`config.mk`:
```
export PLATFORM = sky130hd
export DESIGN_NAME = sema_arbiter
export DESIGN_NICKNAME = d
export VERILOG_FILES = /design/src/rtl/sema_arbiter.sv
export SDC_FILE = /design/constraint.sdc
export NUM_CORES = 1
export LEC_CHECK = 0
export CORE_MARGIN = 2
export CORE_UTILIZATION = 50
export CTS_BUF_LIST = sky130_fd_sc_hd__clkbuf_8
export CTS_CLUSTER_DIAMETER = 150
export DETAILED_ROUTE_END_ITERATION = 8
export GPL_TIMING_DRIVEN = 0
export PLACE_DENSITY = 0.85
export SYNTH_ARGS = -nofsm -noshare
export SYNTH_HDL_FRONTEND = slang
export SYNTH_SLANG_ARGS = --single-unit
export TNS_END_PERCENT = 1
```
`constraint.sdc`:
```
create_clock -name clk -period 3.2 [get_ports clk]
set_clock_uncertainty 0.1 [all_clocks]
set_input_delay 0.48 -clock clk [delete_from_list [all_inputs] [get_ports clk]]
set_output_delay 0.48 -clock clk [all_outputs]
set_load 0.05 [all_outputs]
```
`src/rtl/sema_arbiter.sv`:
```
// Round-robin arbiter for a single-bit semaphore held in an external synchronous RS
// flip-flop; every set/clear is confirmed through the flip-flop output before moving on.
module sema_arbiter #(
   parameter int N_REQ   = 4,
   parameter int ID_W    = 2,
   parameter int CNT_W   = 8,
   parameter int TIMEOUT = 200
) (
   input  logic             clk,
   input  logic             reset_n,
   input  logic [N_REQ-1:0] req,
   input  logic [N_REQ-1:0] rel,
   input  logic             sema_state,
   output logic             sema_set,
   output logic             sema_reset,
   output logic [N_REQ-1:0] gnt,
   output logic [ID_W-1:0]  owner_id,
   output logic             busy,
   output logic             timeout_evt
);

   localparam logic [2:0] S_INIT = 3'd0;
   localparam logic [2:0] S_IDLE = 3'd1;
   localparam logic [2:0] S_SET  = 3'd2;
   localparam logic [2:0] S_HELD = 3'd3;
   localparam logic [2:0] S_CLR  = 3'd4;

   logic [2:0]       state_q, state_d;
   logic             set_q, set_d;
   logic             clr_q, clr_d;
   logic [N_REQ-1:0] gnt_q, gnt_d;
   logic [ID_W-1:0]  owner_q, owner_d;
   logic             busy_q, busy_d;
   logic             tevt_q, tevt_d;
   logic [ID_W-1:0]  rr_q, rr_d;
   logic [CNT_W-1:0] wd_q, wd_d;

   logic [ID_W-1:0]  sel_id;
   logic [ID_W:0]    cand;
   logic             wd_hit;
   logic [ID_W-1:0]  rr_wrap;

   assign wd_hit  = (TIMEOUT != 0) && (wd_q == CNT_W'(TIMEOUT - 1));
   assign rr_wrap = (owner_q == ID_W'(N_REQ - 1)) ? '0 : owner_q + ID_W'(1);

   // Scan offsets from the far end down so the nearest requester at or after rr_q wins.
   always_comb begin
      sel_id = rr_q;
      cand   = '0;
      for (int k = N_REQ - 1; k >= 0; k--) begin
         cand = {1'b0, rr_q} + (ID_W + 1)'(k);
         if (cand >= (ID_W + 1)'(N_REQ)) cand = cand - (ID_W + 1)'(N_REQ);
         if (req[cand[ID_W-1:0]]) sel_id = cand[ID_W-1:0];
      end
   end

   always_comb begin
      state_d = state_q;
      set_d   = set_q;
      clr_d   = clr_q;
      gnt_d   = '0;
      owner_d = owner_q;
      busy_d  = busy_q;
      tevt_d  = 1'b0;
      rr_d    = rr_q;
      wd_d    = wd_q;
      case (state_q)
         S_INIT: begin
            set_d  = 1'b0;
            busy_d = 1'b0;
            clr_d  = sema_state;
            if (!sema_state) state_d = S_IDLE;
         end
         S_IDLE: begin
            // A set semaphore with no owner means the flip-flop was disturbed externally.
            if (sema_state) begin
               state_d = S_INIT;
            end else if (|req) begin
               owner_d = sel_id;
               set_d   = 1'b1;
               busy_d  = 1'b1;
               state_d = S_SET;
            end
         end
         S_SET: begin
            if (sema_state) begin
               set_d   = 1'b0;
               gnt_d   = N_REQ'(1) << owner_q;
               wd_d    = '0;
               state_d = S_HELD;
            end
         end
         S_HELD: begin
            if (rel[owner_q]) begin
               clr_d   = 1'b1;
               state_d = S_CLR;
            end else if (wd_hit) begin
               tevt_d  = 1'b1;
               clr_d   = 1'b1;
               state_d = S_CLR;
            end else if (wd_q != '1) begin
               wd_d = wd_q + CNT_W'(1);
            end
         end
         S_CLR: begin
            if (!sema_state) begin
               clr_d   = 1'b0;
               busy_d  = 1'b0;
               rr_d    = rr_wrap;
               state_d = S_IDLE;
            end
         end
         default: begin
            set_d   = 1'b0;
            clr_d   = 1'b0;
            busy_d  = 1'b0;
            state_d = S_INIT;
         end
      endcase
   end

   always_ff @(posedge clk or negedge reset_n) begin
      if (!reset_n) begin
         state_q <= S_INIT;
         set_q   <= 1'b0;
         clr_q   <= 1'b0;
         gnt_q   <= '0;
         owner_q <= '0;
         busy_q  <= 1'b0;
         tevt_q  <= 1'b0;
         rr_q    <= '0;
         wd_q    <= '0;
      end else begin
         state_q <= state_d;
         set_q   <= set_d;
         clr_q   <= clr_d;
         gnt_q   <= gnt_d;
         owner_q <= owner_d;
         busy_q  <= busy_d;
         tevt_q  <= tevt_d;
         rr_q    <= rr_d;
         wd_q    <= wd_d;
      end
   end

   assign sema_set    = set_q;
   assign sema_reset  = clr_q;
   assign gnt         = gnt_q;
   assign owner_id    = owner_q;
   assign busy        = busy_q;
   assign timeout_evt = tevt_q;

endmodule

```
Yosys cells after proc, flatten, opt, wreduce, memory -nomap -nowiden
Index checks and enable logic that the tools add are counted.
- word-level logic and storage cells: 108
- register bits: 23
- input bits: 11
- output and inout port bits: 10
- order comparisons: 9
- add/sub/neg operators: 9
- reductions and logical operators: 14
- shift-type cells: 1
- equal/unequal tests: 17
- bitwise logic cells: 4
- mux-type cells: 45
- operators with widths (kind ; number):
    8-bit 2-to-1 mux ; 4
    2-bit 2-to-1 mux ; 9
    3-bit 2-to-1 mux ; 6
    2-bit != test, second input constant ; 8
    8-bit one-hot mux with 2 select lines ; 1
    2-bit by 3-bit < comparator with 1-bit output, second input constant ; 5
    1-bit 2-to-1 mux ; 14
    3-bit one-hot mux with 4 select lines ; 1
    4-bit AND reduction ; 3
    1-bit binary-select mux with 2-bit select ; 5
    3-bit greater-or-equal comparator, second input constant ; 3
    8-bit by 1-bit adder with 8-bit output, second input constant ; 1
    8-bit equality test, second input constant ; 1
    4-bit 2-to-1 mux ; 2
    8-bit != test, second input constant ; 1
    2-bit OR reduction ; 4
    2-bit by 1-bit subtractor with 2-bit output, second input constant ; 4
    2-bit by 2-bit adder with 3-bit output, second input constant ; 2
    3-bit by 2-bit equality test with 1-bit output, second input constant ; 2
    3-bit != test, second input constant ; 2
    1-bit one-hot mux with 3 select lines ; 2
    3-bit AND reduction ; 2
    5-bit AND reduction ; 1
    1-bit inverter ; 4
    other kinds (12) ; 12

Depth between registers and ports, before layout
- word-level depth: 9
- gate-level depth with buffers: 6
- depth with buffers taken out: 5

Least setup slack after synthesis
OpenSTA, ideal clock, no wires.
- kind: register to register
- start point: register owner_q[0] (netlist: owner_id[0])
- end point: register wd_q[7]
- library setup time: 0.119 ns
- clock period less this slack: 2.370 ns
- cell stages (with the launch flop): 6
- slack: 0.830 ns
- buffers on the path: 1
- arrival time: 2.151 ns
- data required time: 2.981 ns
- cells stage by stage: dfrtp_1 mux4_2 or2_1 buf_2 o31a_1 o21a_1
- longest elaborated chain between the ends: 4
- RTL lines (item ; line ; source):
    start: declaration ; 32 ; logic [ID_W-1:0] owner_q, owner_d;
    start signal: assignment ; 138 ; owner_q <= owner_d;
    1-bit binary-select mux with 2-bit select ; 94 ; if (rel[owner_q]) begin
    1-bit 2-to-1 mux (not written as such) ; 94 ;
    2-bit != test (no source line) ; n/a ;
    5-bit AND reduction (no source line) ; n/a ;
    end signal: assignment ; 142 ; wd_q <= wd_d;
    end: declaration ; 36 ; logic [CNT_W-1:0] wd_q, wd_d;
Every way passes these cells. The select of a mux whose other input is x is not followed.
A chain may end at the register's enable or synchronous reset.

Worst setup path after layout
- start point: input sema_state
- end point: register wd_q[1]
- longest elaborated chain between the ends: 2
- RTL lines (item ; line ; source):
    start: declaration ; 13 ; input logic sema_state,
    2-bit != test (no source line) ; n/a ;
    5-bit AND reduction (no source line) ; n/a ;
Every way passes these cells.

==> results by stage <==
Yosys:
- The post-synthesis register bit count is 23.
- The synthesized netlist occupies a cell area of 0.001329 sq mm.
- Of the total synthesized cell area, the portion taken by full adders, half adders and majority gates is 0.05650.
- The main combinational cell family by area after synthesis is compound AO/OA/AOI/OAI gates.
- Counting flops with an async set or reset pin after synthesis yields a share of 1.000.
- The average size of a mapped cell is 9.770 sq um.
- The netlist uses 44 different library cells.
- The number of nets in the synthesized netlist is 153.
- The compound-cell area share of the yosys netlist came to 0.2062.
- The simple-gate share of the synthesized area is 0.1949.
- By area the synthesized netlist is led by dfrtp_1, ha_1, mux2i_1.
- After technology mapping, the gate count stands at 136.
- The synthesized design contains 0 enable-type register cells.
- Of the total synthesized cell area, the portion taken by XOR and XNOR cells is 0.006591.
- The most used flip-flop cell after synthesis is dfrtp_1.
- The warning count from the yosys run is 0.
- The share of the Yosys chip area taken by registers is 0.4331.
- The share of Yosys cell area claimed by the top area cell type is 0.4331.
- The cell taking the most area after synthesis is dfrtp_1.
- The multiplexer share of the synthesized area is 0.06403.

Floorplanning:
- For this configuration, the core starts out at a cell density of 0.5315.
- The floorplan step defined a core boundary enclosing 0.002500 sq mm.
- The die covers 0.003086 sq mm.
- The floorplan has 18 rows.
- The total I/O pin count is 21.
- The vertical die dimension is 55.55 um.
- The width of the die is 55.55 um.

Layout:
- The repair_antennas step left the layout with diodes totalling 0.
- For this run, the post-layout net count is 178.
- In the layout the commonest cells are dfrtp_1, clkdlybuf4s50_1, inv_1.
- The number of fill cells is 220.
- The most frequent standard cell in the layout excluding fill and tap cells is dfrtp_1.
- Excluding fillers, the count of instances in the completed layout stands at 190.
- The final design area excluding fillers is 0.001612 sq mm.
- The post-synthesis to final-layout area growth is 21.28%.
- The ratio of cells with drive above 1 in the final layout is 0.06250.

Global routing:
- The first global-routing pass estimated 4954 um of wire.
- Summed over all layers, the global routing overflow is 0.
- The initial antenna violation count was 0.
- The number of global-route vias before repair is 1124.
- Across every metal layer, demand over resource in global routing totals 0.1952.
- The maximum number of pins on one net before global-route repair is 24.

Clock network:
- Hold repair after CTS inserted 0 buffers.
- CTS built an H-tree with a depth of 1.
- After clock tree synthesis, the repair step resized 0 gates.
- Clock-pin slew was measured on the worst setup and hold paths at 80 ps.
- Clock tree synthesis found a total of 23 sinks.
- At the later pin of the worst-skew pair, clock insertion delay measures 260 ps.
- Once the clock tree was built, the setup fixing pass inserted 0 buffers.
- TritonCTS built the clock tree.
- The cell sitting at the root of the clock tree is a clkbuf_8.
- The clock passes through at most 2 buffers.
- The number of buffers added by the clock tree synthesis step is 3.

Place:
- The wire-length estimate of the detail-placed layout is 2160 um.
- In this run, placement finished with an instance count of 186.
- At the end of routability-driven placement, the weighted congestion stood at 0.8343.
- The count of buffers added on input and output ports is 20.
- In this run the cell area measured after placement is 0.001567 sq mm.

STA:
- The worst slack on hold paths is 440.9 ps.
- The max-slew violation count is 0.
- Counting I/O delays and the setup requirement, the final critical path takes 2420 ps.
- The final cycle utilization of the critical path is 0.7563.
- The accumulated negative setup slack is 0 ps.
- Setup violations remaining at the end of the flow were counted as 0.
- At the pin with the least slew margin, the transition time is 1216 ps.
- Setup repair after global routing left no endpoint under its margin.
- For this run, the top clock speed supported by timing is 0.4132 GHz.
- The max-slew headroom at the worst pin is 0.1784.
- The count of final hold-check violations was 0.

Route:
- The average wire length per cell after detail routing is 15.15 um.
- For this block, the initial DRC count from the detailed router was 50.
- The number of remaining DRC errors is 0.
- The total wire length after detailed routing is 2879 um.
- The via total after detailed routing is 1175.
- For this run, the detailed router's first-pass iteration total came to 4.
- The final antenna-violating net count is 0.
- Dividing the detail-routed via count by the number of cells gives 6.184.

Power and ir drop:
- The leakage component of the power is 0.6887 nW.
- IR analysis of the VDD net gives a maximum drop of 0.4668 mV.
- Dividing total power by cell area gives a power density of 764.8 mW/mm^2.

Worst setup path:
- The worst path arrival time is 2500 ps.
- Along the worst path, the maximum fanout reaches 8.
- The category of the worst setup path capture point is a register.
- STA classifies the critical path startpoint as an input port.
- The critical path in this run is classified as input port to register.
- The startpoint identified for the worst register-to-register timing path is state_q[2]$_DFFE_PN0P_.
- The critical path starts at sema_state.
- At the worst endpoint, the required time is 3280 ps.

Run:
- Max-cap violations in this run came to 0.

Min path:
- In this run the worst hold path is classified as register to register.
- The hold path startpoint is busy$_DFFE_PN0P_.

Outcome:
- The run finished with clean final reports.
==> layer usage <==
layer,global-route usage,vias up,part of all wire
li1,-,558,-
met1,0.2538,571,0.42
met2,0.3316,39,0.53
met3,0.03279,7,0.039
met4,0.05923,0,0.013
met5,0,-,0
==> synthesized netlist by cell type (all sizes together), types with 2 or more instances <==
library cell	instances
a21o	2
a21oi	6
a22oi	2
and2	5
buf	2
clkbuf	2
dfrtp	23
ha	6
inv	9
mux2	2
mux2i	4
nand2	7
nand2b	2
nand3	4
nand3b	2
nand4	2
nor2	9
nor2b	2
nor3	2
nor4	3
o211ai	3
o21ai	7
o21bai	2
o22ai	6
o31a	2
or2	2
or4	2
==> worst max-delay path, cell delays in order <==
cell	delay, ps
clkdlybuf4s50_1	580
nor4bb_1	980
o31a_1	260
mux2i_1	60
o21ai_0	140
==> flip-flops by register name, summed over array words and instances, names as in the netlist <==
signal / cells
rr_q: 2
sema_set: 1
owner_id: 2
wd_q: 8
busy: 1
timeout_evt: 1
gnt: 4
state_q: 3
sema_reset: 1
==> final cells by class <==
| class | instances | area (sq um) | area share |
|---|---|---|---|
| flip-flops and latches | 23 | 575.6 | 0.3571 |
| repair buffers | 20 | 200.2 | 0.1242 |
| inverters | 9 | 33.78 | 0.02096 |
| clock buffers | 3 | 41.29 | 0.02562 |
| clock inverters | 1 | 3.754 | 0.002329 |
| multi-input cells | 100 | 701.9 | 0.4356 |
| well taps | 30 | 37.54 | 0.02329 |
| plain buffers | 4 | 17.52 | 0.01087 |
==> through the flow <==
stage	util	setup WS, ps	total power [mW]
final	0.6446	779.7	1.233
after global routing	0.6446	582.3	1.318
after CTS	0.6446	801.7	1.237
after detailed placement	0.6266	510.2	1.061
after global placement	0.6266	557.5	1.028
after floorplan	-	829.8	0.8778
==> worst paths after layout <==
check                                      end  slack (ps)  depth (start not counted)
max                        wd_q[1]$_DFFE_PN0P_         780                          5
min                           busy$_DFFE_PN0P_         440                          2
max reg2reg                wd_q[1]$_DFFE_PN0P_         930                          5
min reg2reg                   busy$_DFFE_PN0P_         440                          2
max in group asynchronous  wd_q[0]$_DFFE_PN0P_        1710                          1
min in group asynchronous  wd_q[6]$_DFFE_PN0P_         670                          1
==> power breakdown <==
| part | leakage [nW] | internal (mW) | switching, mW |
|---|---|---|---|
| Clock | 0.0269 | 0.0855 | 0.0895 |
| Sequential | 0.305 | 0.374 | 0.0881 |
| Combinational | 0.357 | 0.242 | 0.354 |
==> kinds of logic (layout without fill, tap and decap cells) <==
group / count (synthesis) / after routing
AND/OR/NAND/NOR: 47 / 47
buffers and inverters: 13 / 37
multiplexers: 7 / 7
adder cells (fa/ha/maj): 6 / 6
AO/OA/AOI/OAI: 39 / 39
flip-flops: 23 / 23
XOR/XNOR: 1 / 1
Note: power is estimated with default switching activity, not from simulation.
